`src/rtl/credit_tx_port.sv`:
```
// credit_tx_port: credit-based link transmitter; define CREDIT_TX_RETURN_REG_EN to flop credit returns
module credit_tx_port #(
  parameter int DATA_WIDTH = 17,
  parameter int FIFO_ADDR = 3,
  localparam int N_CREDITS = 2 ** FIFO_ADDR,
  localparam int CW = $clog2(N_CREDITS + 1)
) (
  input  logic                         clock,
  input  logic                         reset,
  input  logic signed [DATA_WIDTH-1:0] i_data,
  input  logic                         i_valid,
  output logic                         o_ready,
  output logic signed [DATA_WIDTH-1:0] o_data,
  output logic                         o_valid,
  input  logic                         i_increment_count,
  output logic [CW-1:0]                o_credits,
  output logic                         o_error
);
  logic [CW-1:0] credits;
  logic send, ret, sat;
`ifdef CREDIT_TX_RETURN_REG_EN
  logic ret_q;
  always_ff @(posedge clock) ret_q <= reset ? 1'b0 : i_increment_count;
  always_comb ret = ret_q;
`else
  always_comb ret = i_increment_count;
`endif
  always_comb begin
    o_ready = credits != '0;
    o_credits = credits;
    send = i_valid && o_ready;
    sat = credits == CW'(N_CREDITS) && ret && !send;
  end
  always_ff @(posedge clock) begin
    if (reset) begin
      credits <= CW'(N_CREDITS);
      o_valid <= 1'b0;
      o_data <= '0;
      o_error <= 1'b0;
    end else begin
      o_valid <= send;
      if (send) o_data <= i_data;
      if (sat) o_error <= 1'b1;
      else credits <= credits - CW'(send) + CW'(ret);
    end
  end
endmodule

```
`config.mk`:
```
export PLATFORM = sky130hd
export DESIGN_NAME = credit_tx_port
export DESIGN_NICKNAME = d
export VERILOG_FILES = /design/src/rtl/credit_tx_port.sv
export SDC_FILE = /design/constraint.sdc
export NUM_CORES = 1
export LEC_CHECK = 0
export ABC_AREA = 1
export CAP_MARGIN = 40
export CORE_MARGIN = 2
export CORE_UTILIZATION = 42
export CTS_BUF_LIST = sky130_fd_sc_hd__clkbuf_4 sky130_fd_sc_hd__clkbuf_8
export DETAILED_ROUTE_END_ITERATION = 6
export GPL_TIMING_DRIVEN = 0
export PLACE_DENSITY = 0.81
export SLEW_MARGIN = 5
export SYNTH_ARGS = -nofsm -noshare
export SYNTH_HDL_FRONTEND = slang
export SYNTH_SLANG_ARGS = --single-unit
```
`constraint.sdc`:
```
create_clock -name clock -period 2.76 [get_ports clock]
set_input_delay 0.828 -clock clock [delete_from_list [all_inputs] [get_ports clock]]
set_output_delay 0.828 -clock clock [all_outputs]
set_load 0.005 [all_outputs]
```
### Word-level counts from Yosys, hierarchy flattened

Cells that the tools add are included.

| operators by class | value |
|---|---|
| divide/modulo/power cells | 0 |
| reduce and logical (&&, ||, !) cells | 5 |
| mux-type cells | 0 |
| equality and inequality tests | 1 |
| add/subtract/negate cells | 2 |
| magnitude comparators | 0 |
| bitwise operators | 0 |
| multiply operators | 0 |
| shift operators | 0 |

Operator list:

| kind | count |
|---|---|
| $add A4 B1 Y4 | 1 |
| $eq A4 B4 Y1 const B | 1 |
| $reduce_bool A4 Y1 | 1 |
| $sub A4 B1 Y4 | 1 |
| $logic_and A1 B1 Y1 | 3 |
| $logic_not A1 Y1 | 1 |

| word-level totals | value |
|---|---|
| ROM bits | 0 |
| memory bits (writable) | 0 |
| word-level logic and storage cells | 12 |
| output and inout bits | 24 |
| bits of input ports | 21 |
| register bits | 23 |
| latch bits | 0 |
| memories | 0 |

### Depth between registers and ports, before layout

Gate-level depths: netlist (run 1).

| depth | value |
|---|---|
| depth after elaboration | 4 |
| gate-level depth with buffers | 13 |
| depth with buffers taken out | 13 |

### Worst setup path after synthesis (run 1)

Ideal clock, no wire load.

| path | value |
|---|---|
| kind | input-to-reg |
| start | input port i_valid |
| end | register credits[2] (netlist: o_credits[2]) |
| stages | 10 |
| arrival time | 2.059 ns |
| path buffers | 0 |
| required time | 2.647 ns |
| setup time | 0.113 ns |
| path slack | 0.588 ns |
| cells stage by stage | nand2_4 inv_2 nand2_1 o21ai_0 ha_1 fa_1 xnor2_1 nand2_2 nand2_1 nor2_1 |

| between the ends | value |
|---|---|
| word-level cells in the longest chain between the ends | 3 |
| elaborated cells on any way between the ends | 5 |
| classes of those cells | add/sub (2); reduce/logical (3) |

RTL lines:

| element | line | text |
|---|---|---|
| start: declaration | 11 | `input logic i_valid,` |
| $logic_and A1 B1 Y1 * | 31 | `send = i_valid && o_ready;` |
| $sub A4 B1 Y4 or $logic_not A1 Y1 (tied branches) | 44, 32 |  |
| $add A4 B1 Y4 or $logic_and A1 B1 Y1 (tied branches) | 44, 32 |  |
| end signal: assignment | 36 | `credits <= CW'(N_CREDITS);` |
| end signal: assignment | 44 | `else credits <= credits - CW'(send) + CW'(ret);` |
| end: declaration | 19 | `logic [CW-1:0] credits;` |

Every way passes the cells marked *; elsewhere a longest branch is shown, timed or not.
A chain may end at the register's enable or synchronous reset.

### Worst setup path in the final report (run 1)

Same ends and word-level chain as after synthesis.

==> results of run 1 <==
## stage by stage
stage	power [mW]	std cells	hold slack (ps)	worst slack [ps]
3_3_place_gp	0.9864	194	447.7	-17.51
4_1_cts	1.173	198	469.6	284.9
6_report	1.156	198	463.9	285.0
2_1_floorplan	0.7729	122	440.5	588.3
5_1_grt	1.263	198	500.7	139.8
3_5_place_dp	1.012	194	451.3	-64.78
## layout by cell type, fill, tap and decap left out, types with 2 or more instances in the layout
| cell | synthesis | routed |
|---|---|---|
| nor2_1 | 40 | 40 |
| o21ai_0 | 18 | 18 |
| nand2_1 | 10 | 10 |
| clkbuf_4 | 1 | 4 |
| inv_1 | 8 | 8 |
| nand2_4 | 2 | 2 |
| a21oi_1 | 2 | 2 |
| nand2_2 | 2 | 2 |
| dfxtp_1 | 23 | 23 |
| nand3_1 | 4 | 4 |
| ha_1 | 5 | 5 |
| clkdlybuf4s50_1 | 0 | 44 |
## area by class of cell
cell class / instances / area, µm²
clock inverter: 1 / 5.005
tap: 28 / 35.03
clock buffer: 3 / 22.52
buffer: 4 / 38.79
fill: 204 / 735.7
timing repair buffer: 44 / 440.4
sequential: 23 / 460.4
inverter: 9 / 33.78
multi-input combinational: 86 / 440.4
## cells by family (layout without fill, tap and decap cells)
family	count (synthesis)	count (layout)	share of synthesized area, %
buf+inv	13	61	7.454
xor+xnor	1	1	0.8999
fa+ha+maj	6	6	8.483
simple gates	59	59	25.58
compound gates	20	20	10.28
flops	23	23	47.30
## flip-flops by register name, indices dropped and copies added (netlist names)
| name | count |
|---|---|
| o_credits | 4 |
| o_data | 17 |
| o_error | 1 |
| o_valid | 1 |
## metal layers
metal	wire (µm)	GRT usage [%]	up-vias	part of all wire, %
li1	-	-	482	-
met1	923	21.08	401	40
met2	1276	34.60	18	56
met3	80	3.161	2	3.5
met4	17	10.68	0	0.74
met5	0	0	-	0
## critical path, delay by kind of cell
kind | cells | cell delay (ps)
adders and majority gates | 2 | 640
buffers and inverters | 2 | 550
and+or+nand+nor | 5 | 380
xor gates and xnor gates | 1 | 190
AOI/OAI and AO/OA | 1 | 100
## power by group through the flow
stage	clock network (mW)	logic (mW)	registers, mW
floorplan	0	0.316	0.457
detailed placement	0	0.557	0.455
CTS	0.165	0.559	0.449
global route	0.176	0.629	0.457
finish	0.155	0.552	0.449
global placement	0	0.535	0.451
## worst paths after layout
| kind | from | endpoint | slack [ps] | depth (start not counted) |
|---|---|---|---|---|
| setup / recovery | i_valid | o_credits[2] | 290 | 11 |
| hold / removal | o_error | o_error | 460 | 2 |
| setup reg to reg | o_credits[2] | o_credits[2] | 600 | 13 |
| hold reg to reg | o_error | o_error | 460 | 2 |
==> reports/metrics.yaml, run 1 <==
syn_area_um2: 973.4
port_buffers: 44
io_pins: 45
drcViolationCount: 0
path_clk_slew_ps: 130
fin_crit_ps: 2475
yosysMostFrequentCell: "nor2_1"
setup_viol: 0
path_cells: "clkdlybuf4s50_1 > nand2_4 > inv_2 > nand2_1 > o21ai_0 > ha_1 > fa_1 > xnor2_1 > nand2_2 > nand2_1 > nor2_1"
pwr-share-seq_pct: 38.8
die_w_um: 52.14
cts_resized: 0
insertion_delay_ps: 310
num_vias: 903
grt_pass1_vias: 917
cts.htree.levels: 1
worst_setup_path_start_kind: "input pin"
rsz0062_at_grt: "false"
synthFlopType: "dfxtp_1"
grt_max_degree: 14
leakagePower_nw: 0.6498
synth_common_cells: "nor2_1, dfxtp_1, o21ai_0"
arrival_ps: 2700
p_sw_uw: 406.4
synth_top_cells_by_area: "dfxtp_1, nor2_1, o21ai_0"
syn_inst: 122
drt-vias-per-instance: 4.561
worst_path_max_delay_cell: "clkdlybuf4s50_1"
dieArea_mm2: 0.002719
grt.overflow.total: 0
root_buffer: "clkbuf_4"
chipHeight_um: 52.14
fin_area_mm2: 0.001476
cts_max_path_buffers: 2
drive_above_1_share_pct: 8.235
n_antenna_cell: 0
hold_path.class: "register to register"
worst_slew_pin_slew_ps: 260.9
numCtsBuffers: 3
gp_congestion: 0.7678
dr.pass1.iters: 4
post_cts_buffers: 0
slew_headroom_pct: 82.59
drv_slew: 0
cpMostUsedCell: "nand2_1"
wl_um: 2297
synth_top_area_cell: "dfxtp_1"
ys.warnings.count: 0
place_area_mm2: 0.001449
async_flop_share_pct: 0
drv_cap: 0
worst_ir_drop_vdd_mv: 0.5109
yosysSeqAreaShare_pct: 47.30
ant_nets: 0
fmax_mhz: 404.0
rows: 17
coreArea_mm2: 0.002212
grt_pass1_wl_um: 3843
clock_skew_ps: 3.340
fin_setup_tns_ps: 0
postSynthAreaPerCell_um2: 7.979
pwr-share-clk_pct: 13.4
synth_top_area_share_pct: 47.30
status: "complete, no violations"
start_util_pct: 44.00
synth_cell_types: 18
dpl.hpwl_um: 1763
power_density_mw_per_mm2: 783.1
fin_util_pct: 66.74
critical_path.max_fanout: 9
synth_edf_count: 0
grtUsageTotal_pct: 19.18
pwr-share-comb_pct: 47.7
postCtsHoldBufs: 0
final_nets: 198
p_sw_share_pct: 35.15
cp-end-kind: "register"
antenna_found_initial: 0
cts.sinks: 23
p_int_uw: 749.8
period_share_pct: 89.67
cts_tree: "built"
area_growth_pct: 51.67
path_class: "input pin to register"
cp.required_ps: 2980
wire_per_inst_um: 11.60
synth.ff_latch_count: 23
cp_slowest_stage_delay_ps: 460
finalHoldViolations: 0
syn-num-nets: 149
dr.first_iter.drc_count: 10
No activity file was read; power rests on OpenSTA's default activity.
==> run 2, diff against run 1 <==
--- a/config.mk
+++ b/config.mk
@@ -7,6 +7,7 @@
 export LEC_CHECK = 0
 export ABC_AREA = 1
 export CAP_MARGIN = 40
+export CORE_ASPECT_RATIO = 0.75
 export CORE_MARGIN = 2
 export CORE_UTILIZATION = 42
 export CTS_BUF_LIST = sky130_fd_sc_hd__clkbuf_4 sky130_fd_sc_hd__clkbuf_8
==> run 2 against run 1 <==
  * Total power is 0.32% higher
  * Largest cell class unchanged
  * Combinational power hardly changed
  * Sequential power about the same
  * Worst hold slack gained 1.5 ps
  * Wire length down 4.4%
==> reports/metrics.yaml, run 2 (synthesis results as in run 1) <==
rows: 15
insertion_delay_ps: 300
holdWs_ps: 465.5
dieArea_mm2: 0.002723
start_util_pct: 43.22
port_buffers: 44
cpMostUsedCell: "nand2_1"
io_pins: 45
critical_path.max_fanout: 9
worst_ir_drop_vdd_mv: 0.3929
slew_headroom_pct: 82.34
worst_path_max_delay_cell: "clkdlybuf4s50_1"
numCtsBuffers: 3
post_cts_buffers: 0
wl_um: 2197
grtUsageTotal_pct: 17.49
fin_setup_tns_ps: 0
power_density_mw_per_mm2: 786.3
path_cells: "clkdlybuf4s50_1 > nand2_4 > inv_2 > nand2_1 > o21ai_0 > ha_1 > fa_1 > xnor2_1 > nand2_2 > nand2_1 > nor2_1"
gp_congestion: 0.8073
postCtsHoldBufs: 0
num_vias: 952
cp_slowest_stage_delay_ps: 470
dr.pass1.iters: 4
critical-path-top-delay-family: "adder cells"
ant_nets: 0
final_common_cell: "clkdlybuf4s50_1"
worst_slew_pin_slew_ps: 264.0
p_total_mw: 1.160
crit_buf_inv: 2
drcViolationCount: 0
p_int_uw: 764.0
path_clk_slew_ps: 110
grt.overflow.total: 0
period_share_pct: 90.21
top_register: "o_data"
cts.sinks: 23
grt_pass1_wl_um: 3498
drv_cap: 0
setup_viol: 0
chipHeight_um: 45.70
layout_common_cells: "clkdlybuf4s50_1, nor2_1, dfxtp_1, o21ai_0, nand2_1"
p_sw_share_pct: 34.14
dpl.hpwl_um: 1729
dr.first_iter.drc_count: 39
cts.htree.levels: 1
fmax_mhz: 401.6
final_cells: 195
fin_crit_ps: 2490
arrival_ps: 2700
drive_above_1_share_pct: 8.235
drt-vias-per-instance: 4.882
grt_max_degree: 13
cts_max_path_buffers: 2
coreArea_mm2: 0.002252
hold_path.class: "register to register"
pwr-share-comb_pct: 47.9
area_growth_pct: 51.54
clock_skew_ps: 2.662
cts_tree: "built"
drv_slew: 0
status: "complete, no violations"
p_sw_uw: 396.0
antenna_found_initial: 0
placed_cells: 191
wire_per_inst_um: 11.27
cp.required_ps: 2970
leakagePower_nw: 0.6505
n_antenna_cell: 0
cts_resized: 0
pwr-share-clk_pct: 13.6
cp-end-kind: "register"
fillers: 200
largest_reg_flops: 17
path_class: "input pin to register"
finalHoldViolations: 0
grt_pass1_vias: 878
worst_setup_path_start_kind: "input pin"
rsz0062_at_grt: "false"
root_buffer: "clkbuf_4"
final_nets: 198
die_w_um: 59.59
pwr-share-seq_pct: 38.5
## run 2: cell count changes in the layout (fill, tap and decap cells not counted)
cell	delta
clkinv_2	-1
clkbuf_4	+1
## run 2: worst paths after layout
| path | to | slack, ps | from | cells past startpoint |
|---|---|---|---|---|
| min reg2reg | o_error | 470 | o_error | 2 |
| max reg2reg | o_credits[2] | 580 | o_credits[2] | 13 |
| max | o_credits[2] | 270 | i_valid | 11 |
| min | o_error | 470 | o_error | 2 |
## run 2: layer usage
metal | track usage (%) | vias to the layer above | share of wire (%)
li1 | - | 479 | -
met1 | 19.96 | 441 | 43
met4 | 6.222 | 0 | 1.2
met2 | 30.77 | 30 | 48
met3 | 5.966 | 2 | 7.2
met5 | 0 | - | 0
## run 2: final cells by class
| cell class | instances | area [µm²] | share of cell area [%] |
|---|---|---|---|
| Clock buffer | 4 | 30.03 | 2.036 |
| Sequential cell | 23 | 460.4 | 31.21 |
| Tap cell | 25 | 31.28 | 2.120 |
| Multi-Input combinational cell | 86 | 440.4 | 29.86 |
| Inverter | 9 | 33.78 | 2.290 |
| Timing Repair Buffer | 44 | 440.4 | 29.86 |
| Buffer | 4 | 38.79 | 2.629 |
## run 2: worst reg2reg max path, stage by stage, from the launching register on
cell and delay [ps]:
dfxtp_1 340, inv_1 110, ha_1 180, nand2_2 80, nand2_4 80, inv_2 90
nand2_1 120, o21ai_0 100, ha_1 230, fa_1 410, xnor2_1 180, nand2_2 70
nand2_1 60, nor2_1 40
## run 2: stage by stage
| stage | cell area [µm²] | setup WS [ps] | utilization, % |
|---|---|---|---|
| floorplan | 973.4 | 588.3 | - |
| finish | 1475 | 270.2 | 65.50 |
| CTS | 1475 | 275.0 | 65.50 |
| global placement | 1445 | -5.895 | 64.17 |
| detailed placement | 1445 | -52.53 | 64.17 |
| global route | 1475 | 161.1 | 65.50 |
## run 2: power groups by stage
| stage | combinational, mW | clock [mW] | sequential [mW] |
|---|---|---|---|
| 2_1_floorplan | 0.316 | 0 | 0.457 |
| 3_3_place_gp | 0.536 | 0 | 0.452 |
| 3_5_place_dp | 0.553 | 0 | 0.455 |
| 4_1_cts | 0.558 | 0.162 | 0.447 |
| 5_1_grt | 0.628 | 0.179 | 0.455 |
| 6_report | 0.555 | 0.158 | 0.447 |
